--- src/rtl/time_gen_multi.sv ---
// Divides clk256 into one-cycle second/minute/hour strobes with running second and minute counts.
// Adds count enable, synchronous restart and a fast mode with a smaller prescale period.
module time_gen_multi #(
    parameter int unsigned CLK_DIV       = 256,
    parameter int unsigned FAST_DIV      = 4,
    parameter int unsigned SECS_PER_MIN  = 60,
    parameter int unsigned MINS_PER_HOUR = 60,
    localparam int unsigned PRE_W = (CLK_DIV > 2) ? $clog2(CLK_DIV) : 1,
    localparam int unsigned SEC_W = (SECS_PER_MIN > 2) ? $clog2(SECS_PER_MIN) : 1,
    localparam int unsigned MIN_W = (MINS_PER_HOUR > 2) ? $clog2(MINS_PER_HOUR) : 1
) (
    input  logic             clk256,
    input  logic             reset,
    input  logic             enable,
    input  logic             sync,
    input  logic             fast_mode,
    output logic             one_second,
    output logic             one_minute,
    output logic             one_hour,
    output logic [SEC_W-1:0] sec_count,
    output logic [MIN_W-1:0] min_count
);

    localparam logic [PRE_W-1:0] ClkLast  = PRE_W'(CLK_DIV - 1);
    localparam logic [PRE_W-1:0] FastLast = PRE_W'(FAST_DIV - 1);
    localparam logic [SEC_W-1:0] SecLast  = SEC_W'(SECS_PER_MIN - 1);
    localparam logic [MIN_W-1:0] MinLast  = MIN_W'(MINS_PER_HOUR - 1);

    logic [PRE_W-1:0] pre_q, pre_d;
    logic [SEC_W-1:0] sec_q, sec_d;
    logic [MIN_W-1:0] min_q, min_d;
    logic             sec_stb_q, sec_stb_d;
    logic             min_stb_q, min_stb_d;
    logic             hour_stb_q, hour_stb_d;

    logic [PRE_W-1:0] pre_last;
    logic             pre_term;

    // Magnitude compare so a switch into fast mode with pre past the new terminal wraps at once.
    assign pre_last = fast_mode ? FastLast : ClkLast;
    assign pre_term = (pre_q >= pre_last);

    always_comb begin
        pre_d      = pre_q;
        sec_d      = sec_q;
        min_d      = min_q;
        sec_stb_d  = 1'b0;
        min_stb_d  = 1'b0;
        hour_stb_d = 1'b0;
        if (sync) begin
            pre_d = '0;
            sec_d = '0;
            min_d = '0;
        end else if (enable) begin
            if (pre_term) begin
                pre_d     = '0;
                sec_stb_d = 1'b1;
                if (sec_q == SecLast) begin
                    sec_d     = '0;
                    min_stb_d = 1'b1;
                    if (min_q == MinLast) begin
                        min_d      = '0;
                        hour_stb_d = 1'b1;
                    end else begin
                        min_d = min_q + 1'b1;
                    end
                end else begin
                    sec_d = sec_q + 1'b1;
                end
            end else begin
                pre_d = pre_q + 1'b1;
            end
        end
    end

    always_ff @(posedge clk256 or negedge reset) begin
        if (!reset) begin
            pre_q      <= '0;
            sec_q      <= '0;
            min_q      <= '0;
            sec_stb_q  <= 1'b0;
            min_stb_q  <= 1'b0;
            hour_stb_q <= 1'b0;
        end else begin
            pre_q      <= pre_d;
            sec_q      <= sec_d;
            min_q      <= min_d;
            sec_stb_q  <= sec_stb_d;
            min_stb_q  <= min_stb_d;
            hour_stb_q <= hour_stb_d;
        end
    end

    assign one_second = sec_stb_q;
    assign one_minute = min_stb_q;
    assign one_hour   = hour_stb_q;
    assign sec_count  = sec_q;
    assign min_count  = min_q;

endmodule
--- config.mk ---
export PLATFORM = sky130hd
export DESIGN_NAME = time_gen_multi
export DESIGN_NICKNAME = d
export VERILOG_FILES = /design/src/rtl/time_gen_multi.sv
export SDC_FILE = /design/constraint.sdc
export NUM_CORES = 1
export LEC_CHECK = 0
export CELL_PAD_IN_SITES_DETAIL_PLACEMENT = 0
export CELL_PAD_IN_SITES_GLOBAL_PLACEMENT = 1
export CORE_MARGIN = 2
export CORE_UTILIZATION = 40
export CTS_CLUSTER_SIZE = 12
export DETAILED_ROUTE_END_ITERATION = 6
export PLACE_DENSITY_LB_ADDON = 0.05
export SYNTH_ARGS = -nofsm -noshare
export SYNTH_HDL_FRONTEND = slang
export SYNTH_SLANG_ARGS = --single-unit
--- constraint.sdc ---
create_clock -name clk256 -period 2.1 [get_ports clk256]
set_input_delay 0.525 -clock clk256 [delete_from_list [all_inputs] [get_ports clk256]]
set_output_delay 0.525 -clock clk256 [all_outputs]
set_load 0.02 [all_outputs]
Yosys cells after proc, flatten, opt, wreduce, memory -nomap -nowiden:

Index checks and enable logic that the tools add are counted.

* flip-flop bits (word level): 23
* output and inout bits: 15
* logic and storage cells: 42

* add/sub/neg operators: 3
* $lt $le $gt $ge: 1
* equal/unequal tests: 2
* muxes and demuxes: 25
* reduce and logical (&&, ||, !) cells: 5

Operators by type and width (count)
* 2-to-1 mux 6 bit: 9
* 2-to-1 mux 8 bit: 4
* adder 6 x 1 -> 6 bit (second input constant): 2
* equality test 6 bit (second input constant): 2
* 2-to-1 mux 1 bit: 12
* adder 8 x 1 -> 8 bit (second input constant): 1
* >= comparator 8 bit: 1
* nonzero test 2 bit: 3
* AND reduction 3 bit: 1
* AND reduction 2 bit: 1

Depth between registers and ports, before layout:

Gate-level depths: netlist of run 1.

* word-level depth: 6
* depth in mapped cells: 7

Worst setup path after synthesis of run 1:

No wires, ideal clock.

* kind: input port to flip-flop
* start point: input port fast_mode
* end point: register sec_q[5], in the netlist sec_count[5]
* arrival: 1930 ps
* data required time: 2022 ps
* setup slack: 92 ps
* cell stages on the path: 6
* buffers on the path: 0
* path through: ha_1 > nand2_2 > nor4_4 > o21ai_2 > or4_1 > a21oi_1

* longest elaborated chain between the ends: 4

RTL lines
* start, declared: RTL line 16 `input logic fast_mode,`
* 2-to-1 mux 8 bit: RTL line 40 `assign pre_last = fast_mode ? FastLast : ClkLast;`
* >= comparator 8 bit: RTL line 41 `assign pre_term = (pre_q >= pre_last);`
* nonzero test 2 bit (no source line)
* AND reduction 2 bit (no source line)
* end signal, assigned: RTL line 79 `sec_q <= '0;`
* end signal, assigned: RTL line 86 `sec_q <= sec_d;`
* end, declared: RTL line 30 `logic [SEC_W-1:0] sec_q, sec_d;`

No other way between the ends.
A chain may end at the register's enable or synchronous reset.

Worst setup path in the final report of run 1:

* start point: register pre_q[6]
* end point: register min_q[4], in the netlist min_count[4]

* longest elaborated chain between the ends: 3

RTL lines
* start, declared: RTL line 29 `logic [PRE_W-1:0] pre_q, pre_d;`
* start signal, assigned: RTL line 85 `pre_q <= pre_d;`
* >= comparator 8 bit: RTL line 41
* nonzero test 2 bit (no source line)
* AND reduction 3 bit (no source line)
* end signal, assigned: RTL line 87 `min_q <= min_d;`
* end, declared: RTL line 31 `logic [MIN_W-1:0] min_q, min_d;`

No other way between the ends.

==> results.txt, run 1 <==
Post-Syn Area per Cell -> 9.82 sq um
CTS root buf -> sky130_fd_sc_hd__clkbuf_4
Drt drc -> 0
Least setup slack across all paths after layout -> 92.6 ps
Routed wirelength normalized by instance count -> 13.6 microns
Count of vias placed by the detailed router -> 1125
Clock Path Buffers -> 2
CTS Hold Bufs -> 0
Number of filler cells placed in the layout -> 282
Unrepaired setup endpoints after global routing -> true
Portion of the post-synthesis area used by sequential elements -> 44.4%
Cell type with the highest aggregate area in the netlist -> sky130_fd_sc_hd__dfrtp_1
Power, Total -> 718 uW
Port Buf Inserts -> 19
Last weighted congestion value of the routability-driven placer -> 0.806
Worst clock skew -> 2.95 ps
Final Hold Violating Endpoints -> 0
Worst supply voltage drop on vdd -> 0.299 mV
Row count -> 20
Status -> finished clean
Delay of the slowest critical-path stage -> 440 ps
Layout cell share with drive strength beyond 1 -> 22.1%
Final max-slew violation count -> 0
Endpoint kind of the worst setup timing path -> flip-flop
Class of the most critical hold timing path -> in2async
Total routing usage reported by global routing -> 17.9%
Worst-skew pair later-pin latency -> 310 ps
Net Count, Synth -> 146
Worst Path Class, Setup -> reg2reg
Total half-perimeter wirelength after legalization and detailed placement -> 2.06 mm
Residual overflow from global routing -> 0
Starting DRT DRC Count -> 78
Synth Cell Area -> 0.00130 sq mm
Synth top area share -> 44.4%
Core outline area -> 0.00308 sq mm
Vias in the first global route -> 1089
Final period util -> 95.6%
Leakage power -> 0.000749 uW
Number of enable flip-flop cells after synthesis -> 0
Cell types with the largest area share after synthesis -> sky130_fd_sc_hd__dfrtp_1, sky130_fd_sc_hd__ha_1, sky130_fd_sc_hd__a21oi_1
DIE HEIGHT -> 60.9 microns
Number of antenna violations at the first check in global routing -> 0
Pin slew with the least headroom to its limit -> 377 ps
Critical path launch point type -> flip-flop
Initial Util -> 42.1%
Count of inserted antenna diode cells -> 0
Total number of H-tree levels -> 1
Library cell contributing the largest single delay on the critical path -> sky130_fd_sc_hd__dfrtp_1
Commonest register cell after synthesis -> sky130_fd_sc_hd__dfrtp_1
Die width -> 60.9 microns
Sequence of cells on the critical path -> ha_1 -> nand2_2 -> o21ai_1 -> o211ai_2 -> buf_4 -> o211ai_1 -> o41ai_2
Core occupancy in the finished layout -> 56.7%
Unique masters post-synth -> 36
Total cell area at the placement stage -> 0.00164 sq mm
Max FO, Critical Path -> 7
Area growth from synthesis to layout -> 34.7%
Global-route wire length before repair -> 5.00 mm
Highest attainable clock frequency -> 498 MHz
Number of standard cells after synthesis -> 132
Number of clock buffers inserted by TritonCTS -> 3
Routed wire length -> 2.94 mm
Clock tree from TritonCTS -> built
Number of standard cells in the final layout excluding fillers -> 216
Cell count after placement -> 207
Synthesized flop and latch total -> 23
Largest net degree at the start of global routing -> 24
Maximum capacitance violations -> 0
IO Count -> 20
Post-route minimum period -> 2010 ps
Required time of the critical path -> 2300 ps
Power density of the placed cells -> 411 mW/mm^2
Clock tree sinks -> 23
Post-detailed-route via-to-cell ratio -> 5.21
Count of TritonRoute iterations in the first routing pass -> 5
Fin area -> 0.00175 sq mm
Worst slack at placement -> -659 ps
Floorplan die area -> 0.00371 sq mm
Worst Path Arrival -> 2200 ps
Final setup violation count -> 0
Synthesis Warnings -> 0
NumNets Final -> 187
Async set-or-reset flop fraction in the synthesized netlist -> 100%
Number of nets with antenna violations after routing -> 0
Worst max-slew margin expressed relative to the limit -> 74.7%
Clock transition at the registers of the reported paths -> 130 ps
report_power, final:
part           switching, uW  internal, uW  leakage, uW  total (uW)
logic                   35.8          22.9     0.000414        58.8
clock network            137          74.1    0.0000150         211
registers               3.01           446     0.000320         449
synth_stat cells (3+ instances only):
master                     count
sky130_fd_sc_hd__or4_1         3
sky130_fd_sc_hd__o21ai_0       5
sky130_fd_sc_hd__nor3_1        5
sky130_fd_sc_hd__dfrtp_1      23
sky130_fd_sc_hd__clkbuf_1      3
sky130_fd_sc_hd__mux2i_1       3
sky130_fd_sc_hd__nand3_1       5
sky130_fd_sc_hd__xor2_1        3
sky130_fd_sc_hd__nand2_1      11
sky130_fd_sc_hd__inv_1         4
sky130_fd_sc_hd__nor2b_1       4
sky130_fd_sc_hd__or3_1         4
sky130_fd_sc_hd__a21oi_1      11
sky130_fd_sc_hd__o211ai_1      4
sky130_fd_sc_hd__ha_1          9
sky130_fd_sc_hd__nor2_1       11
critical path, delay by kind of cell (launching register included):
kind                     cells  cell delay [ps]
buffers and inverters        1              200
AO/OA/AOI/OAI                4              890
adder cells (fa/ha/maj)      1              300
AND/OR/NAND/NOR              1               80
flip-flops                   1              440
layer usage:
metal	global-route usage, %	part of all wire (%)	vias to the layer above	wire length (microns)
met5	0	0	-	0
met4	3.11	0.61	0	18
met3	4.48	4.0	2	118
met2	28.0	46	26	1340
met1	25.4	50	529	1460
li1	-	-	568	-
metrics by stage:
stage                     hold WS (ps)  TNS [ps]
final                              549         0
after CTS                          548         0
after floorplan                    229         0
after global placement             539    -10080
after detailed placement           552    -10900
after global routing               568     -85.4
cell usage in the layout, fill, tap and decap left out, drive strengths merged:
| master | count |
|---|---|
| dfrtp | 23 |
| buf | 23 |
| clkdlybuf4s50 | 18 |
| nand2 | 12 |
| nor2 | 11 |
| a21oi | 11 |
| ha | 9 |
| o21ai | 7 |
| nand3 | 5 |
| nor3 | 5 |
| o211ai | 5 |
| nor2b | 4 |
| inv | 4 |
| or3 | 4 |
| or4 | 4 |
| clkbuf | 4 |
| mux2i | 3 |
| xor2 | 3 |
| o31ai | 2 |
| o41ai | 2 |
| o2111ai | 2 |
| xnor2 | 2 |
| nor4 | 2 |
| nand4 | 1 |
| a211oi | 1 |
| and4 | 1 |
| nand4b | 1 |
| and2b | 1 |
| or2 | 1 |
| a22oi | 1 |
flip-flops by register name, summed over array words and instances (netlist names):
register	count
one_minute	1
pre_q	8
one_hour	1
sec_count	6
min_count	6
one_second	1
final cells by class:
cell class,count,area (sq um),area share [%]
sequential,23,576,33.0
tap,44,55.1,3.15
clock buffer,4,26.3,1.50
multi-input combinational,100,721,41.3
inverter,4,15.0,0.860
timing repair buffer,41,354,20.3
cells by family after synthesis:
family / Yosys count / share of synthesized area [%]
DFF: 23 / 44.4
buffers and inverters: 9 / 3.28
muxes: 3 / 2.32
and+or+nand+nor: 52 / 22.0
AOI/OAI and AO/OA: 31 / 15.9
xor gates and xnor gates: 5 / 3.38
adders and majority gates: 9 / 8.69
timing repair:
action / 4_1_cts / 5_1_grt
buffers inserted: 3 / 2
resized for setup: 4 / 7
endpoints found under the setup margin: 16 / 6
pin swaps: 4 / 2
worst paths after layout:
check                                           end  slack (ps)                  from  cells past startpoint
min in group clk256            pre_q[1]$_DFFE_PN0P_         580  pre_q[1]$_DFFE_PN0P_                      2
hold / removal                 pre_q[1]$_DFFE_PN0P_         550                 reset                      2
setup / recovery           min_count[4]$_DFFE_PN0P_          90  pre_q[6]$_DFFE_PN0P_                      7
hold reg to reg                pre_q[1]$_DFFE_PN0P_         580  pre_q[1]$_DFFE_PN0P_                      2
max in group asynchronous  sec_count[1]$_DFFE_PN0P_        1320                 reset                      2
setup reg to reg           min_count[4]$_DFFE_PN0P_          90  pre_q[6]$_DFFE_PN0P_                      7
Power figures use the tool's default switching activity.
==> run 2, diff against run 1 <==
--- a/config.mk
+++ b/config.mk
@@ -8,10 +8,10 @@
 export CELL_PAD_IN_SITES_DETAIL_PLACEMENT = 0
 export CELL_PAD_IN_SITES_GLOBAL_PLACEMENT = 1
 export CORE_MARGIN = 2
-export CORE_UTILIZATION = 40
+export CORE_UTILIZATION = 37
 export CTS_CLUSTER_SIZE = 12
 export DETAILED_ROUTE_END_ITERATION = 6
-export PLACE_DENSITY_LB_ADDON = 0.05
+export PLACE_DENSITY = 0.73
 export SYNTH_ARGS = -nofsm -noshare
 export SYNTH_HDL_FRONTEND = slang
 export SYNTH_SLANG_ARGS = --single-unit
==> constraint.sdc (replaced) <==
create_clock -name clk256 -period 1.65 [get_ports clk256]
set_input_delay 0.4125 -clock clk256 [delete_from_list [all_inputs] [get_ports clk256]]
set_output_delay 0.4125 -clock clk256 [all_outputs]
set_load 0.02 [all_outputs]
==> run 2 against run 1 <==
Effect of this change: the flow now finishes with violations (negative setup slack); count of clock-buffer cells in the layout fell by 1; via count rose by 11%; wire length rose by 18%; non-clock buffer count rose by 20; clock skew rose by 2.0 ps; global-route usage rose by 0.64 points; combinational power rose by 84%; flip-flop and latch count did not move; die area rose by 7.6%; critical path depth rose by 2; critical path type unchanged; largest cell class unchanged; highest routed layer unchanged.
==> results.txt, run 2 (same netlist as run 1, synthesis figures left out) <==
Worst Hold Slack -> 439 ps (was 549 ps)
Register ranked first by flip-flop count -> pre_q (unchanged)
Max FO, Critical Path -> 8 (was 7)
Clock Path Buffers -> 2 (unchanged)
Worst Path Arrival -> 2210 ps (was 2200 ps)
Endpoint kind of the worst setup timing path -> flip-flop (unchanged)
Violated checks -> negative setup slack
Most frequent standard cell in the layout excluding fill and tap cells -> sky130_fd_sc_hd__buf_4 (was sky130_fd_sc_hd__dfrtp_1)
Post-route minimum period -> 2000 ps (was 2010 ps)
Register share of total power -> 60.0% (was 62.5%)
Total half-perimeter wirelength after legalization and detailed placement -> 2.33 mm (was 2.06 mm)
Clock tree from TritonCTS -> built (unchanged)
Worst clock skew -> 4.94 ps (was 2.95 ps)
Count of TritonRoute iterations in the first routing pass -> 4 (was 5)
Unrepaired setup endpoints after global routing -> true (unchanged)
Worst-skew pair later-pin latency -> 320 ps (was 310 ps)
Switching part of the total -> 25.7% (was 24.4%)
Reg-to-Reg Start -> pre_q[7]$_DFFE_PN0P_ (was pre_q[6]$_DFFE_PN0P_)
Die width -> 63.2 microns (was 60.9 microns)
Clock tree sinks -> 23 (unchanged)
Total area of multi-input combinational cells -> 836 sq um (was 721 sq um)
Global-route wire length before repair -> 5.96 mm (was 5.00 mm)
CTS root buf -> sky130_fd_sc_hd__clkbuf_4 (unchanged)
Core outline area -> 0.00336 sq mm (was 0.00308 sq mm)
Cell internal power dissipation -> 708 uW (was 543 uW)
Status -> finished with violations (was finished clean)
Initial Util -> 38.5% (was 42.1%)
Port Buf Inserts -> 19 (unchanged)
Required time of the critical path -> 1860 ps (was 2300 ps)
Count of inserted antenna diode cells -> 0 (unchanged)
Number of flip-flops under the largest register name -> 8 (unchanged)
Area growth from synthesis to layout -> 56.7% (was 34.7%)
Worst supply voltage drop on vdd -> 0.326 mV (was 0.299 mV)
Pin slew with the least headroom to its limit -> 331 ps (was 377 ps)
Maximum capacitance violations -> 0 (unchanged)
Routed wirelength normalized by instance count -> 14.6 microns (was 13.6 microns)
Floorplan die area -> 0.00399 sq mm (was 0.00371 sq mm)
Power density of the placed cells -> 469 mW/mm^2 (was 411 mW/mm^2)
Portion of total power attributed to combinational logic -> 11.3% (was 8.2%)
DIE HEIGHT -> 63.2 microns (was 60.9 microns)
Delay of the slowest critical-path stage -> 450 ps (was 440 ps)
Largest net degree at the start of global routing -> 24 (unchanged)
Library cell contributing the largest single delay on the critical path -> sky130_fd_sc_hd__dfrtp_1 (unchanged)
Worst max-slew margin expressed relative to the limit -> 77.9% (was 74.7%)
Sequence of cells on the critical path -> ha_4 -> nand2_4 -> nor4_4 -> buf_4 -> o21ai_4 -> buf_4 -> buf_6 -> o211ai_1 -> o41ai_2 (was ha_1 -> nand2_2 -> o21ai_1 -> o211ai_2 -> buf_4 -> o211ai_1 -> o41ai_2)
Residual overflow from global routing -> 0 (unchanged)
IO Count -> 20 (unchanged)
Leakage power -> 0.000930 uW (was 0.000749 uW)
Number of nets with antenna violations after routing -> 0 (unchanged)
NumNets Final -> 207 (was 187)
Critical path launch point type -> flip-flop (unchanged)
Launch point of the worst path -> pre_q[7]$_DFFE_PN0P_ (was pre_q[6]$_DFFE_PN0P_)
Share of power burned in the clock network -> 28.6% (was 29.3%)
Post-detailed-route via-to-cell ratio -> 5.24 (was 5.21)
Final Hold Violating Endpoints -> 0 (unchanged)
Number of antenna violations at the first check in global routing -> 0 (unchanged)
Layout cell share with drive strength beyond 1 -> 38.0% (was 22.1%)
Routed wire length -> 3.46 mm (was 2.94 mm)
Worst Path Class, Setup -> reg2reg (unchanged)
Last weighted congestion value of the routability-driven placer -> 0.795 (was 0.806)
Drt drc -> 0 (unchanged)
Total number of H-tree levels -> 1 (unchanged)
Most prevalent standard cell on the critical path -> sky130_fd_sc_hd__buf_4
Least setup slack across all paths after layout -> -353 ps (was 92.6 ps)
Final max-slew violation count -> 0 (unchanged)
Vias in the first global route -> 1272 (was 1089)
Area occupied by registers -> 579 sq um (was 576 sq um)
Count of vias placed by the detailed router -> 1247 (was 1125)
Power spent charging and discharging nets -> 244 uW (was 175 uW)
Row count -> 21 (was 20)
Total routing usage reported by global routing -> 18.5% (was 17.9%)
Clock transition at the registers of the reported paths -> 140 ps (was 130 ps)
Power, Total -> 952 uW (was 718 uW)
Highest attainable clock frequency -> 499 MHz (was 498 MHz)
Number of filler cells placed in the layout -> 328 (was 282)
Starting DRT DRC Count -> 40 (was 78)
Number of clock buffers inserted by TritonCTS -> 3 (unchanged)
Path depth of the worst reg2reg path -> 9 (was 7)
Final setup violation count -> 22 (was 0)
Final period util -> 121% (was 95.6%)
Commonest cells after routing, fill and taps aside -> sky130_fd_sc_hd__buf_4, sky130_fd_sc_hd__dfrtp_1, sky130_fd_sc_hd__dlygate4sd2_1, sky130_fd_sc_hd__nor2_1, sky130_fd_sc_hd__nand2_1 (was sky130_fd_sc_hd__dfrtp_1, sky130_fd_sc_hd__buf_4, sky130_fd_sc_hd__clkdlybuf4s50_1, sky130_fd_sc_hd__nor2_1, sky130_fd_sc_hd__a21oi_1)
Class of the most critical hold timing path -> in2async (unchanged)
[run 2: routing by layer]
metal  wire (microns)  share of wire (%)  vias up  global-route usage [%]
li1                 -                  -      607                       -
met1             1560                 45      611                    24.6
met2             1750                 50       25                    31.8
met3              103                3.0        4                    2.32
met4               50                1.4        0                    4.89
met5                0                  0        -                       0
[run 2: power by group through the flow]
stage | logic (uW) | registers (uW) | clock network, uW
2_1_floorplan | 36.2 | 582 | 0
3_3_place_gp | 88.9 | 581 | 0
3_5_place_dp | 92.6 | 581 | 0
4_1_cts | 104 | 570 | 287
5_1_grt | 119 | 573 | 310
6_report | 108 | 572 | 272
[run 2: critical path, delay by kind of cell (launching register included)]
family                     cells  cell delay [ps]
DFF                            1              450
buffers and inverters          3              430
AOI/OAI and AO/OA              3              410
adders and majority gates      1              310
and+or+nand+nor                2              290
[run 2: final timing paths]
| kind | end | slack, ps |
|---|---|---|
| hold / removal | pre_q[0]$_DFFE_PN0P_ | 440 |
| hold reg to reg | one_hour$_DFF_PN0_ | 540 |
| min in group clk256 | one_hour$_DFF_PN0_ | 540 |
| setup reg to reg | min_count[3]$_DFFE_PN0P_ | -350 |
| setup / recovery | min_count[3]$_DFFE_PN0P_ | -350 |
| max in group asynchronous | sec_count[1]$_DFFE_PN0P_ | 960 |
[run 2: layout make-up]
| type | count | share of cell area [%] |
|---|---|---|
| multi-input combinational | 100 | 41.2 |
| sequential | 23 | 28.5 |
| timing repair buffer | 61 | 25.4 |
| tap | 46 | 2.83 |
| clock buffer | 3 | 1.11 |
| inverter | 4 | 0.739 |
| clock inverter | 1 | 0.246 |
[run 2: through the flow]
stage | TNS [ps] | worst slack [ps] | instances | utilization (%) | cell area (sq um)
3_3_place_gp | -18120 | -934 | 224 | 53.4 | 1800
5_1_grt | -7180 | -461 | 238 | 60.4 | 2030
3_5_place_dp | -20290 | -1060 | 224 | 53.4 | 1800
6_report | -5140 | -353 | 238 | 60.4 | 2030
2_1_floorplan | -1420 | -199 | 132 | - | 1340
4_1_cts | -5540 | -380 | 234 | 56.9 | 1910
[run 2: repair_timing]
action                                 4_1_cts  5_1_grt
endpoints found under the hold margin        0        0
hold buffers                                 0        0
resized for setup                           35       18
cloned                                       0        0
setup endpoints to repair                   38       27
buffers inserted                             6        5
pin swaps                                   11       12
==> run 3, diff against run 2 <==
--- a/config.mk
+++ b/config.mk
@@ -5,6 +5,7 @@
 export SDC_FILE = /design/constraint.sdc
 export NUM_CORES = 1
 export LEC_CHECK = 0
+export CAP_MARGIN = 20
 export CELL_PAD_IN_SITES_DETAIL_PLACEMENT = 0
 export CELL_PAD_IN_SITES_GLOBAL_PLACEMENT = 1
 export CORE_MARGIN = 2
==> results of run 3 <==
No change in the layout: final DEF, timing and power equal those of run 2.
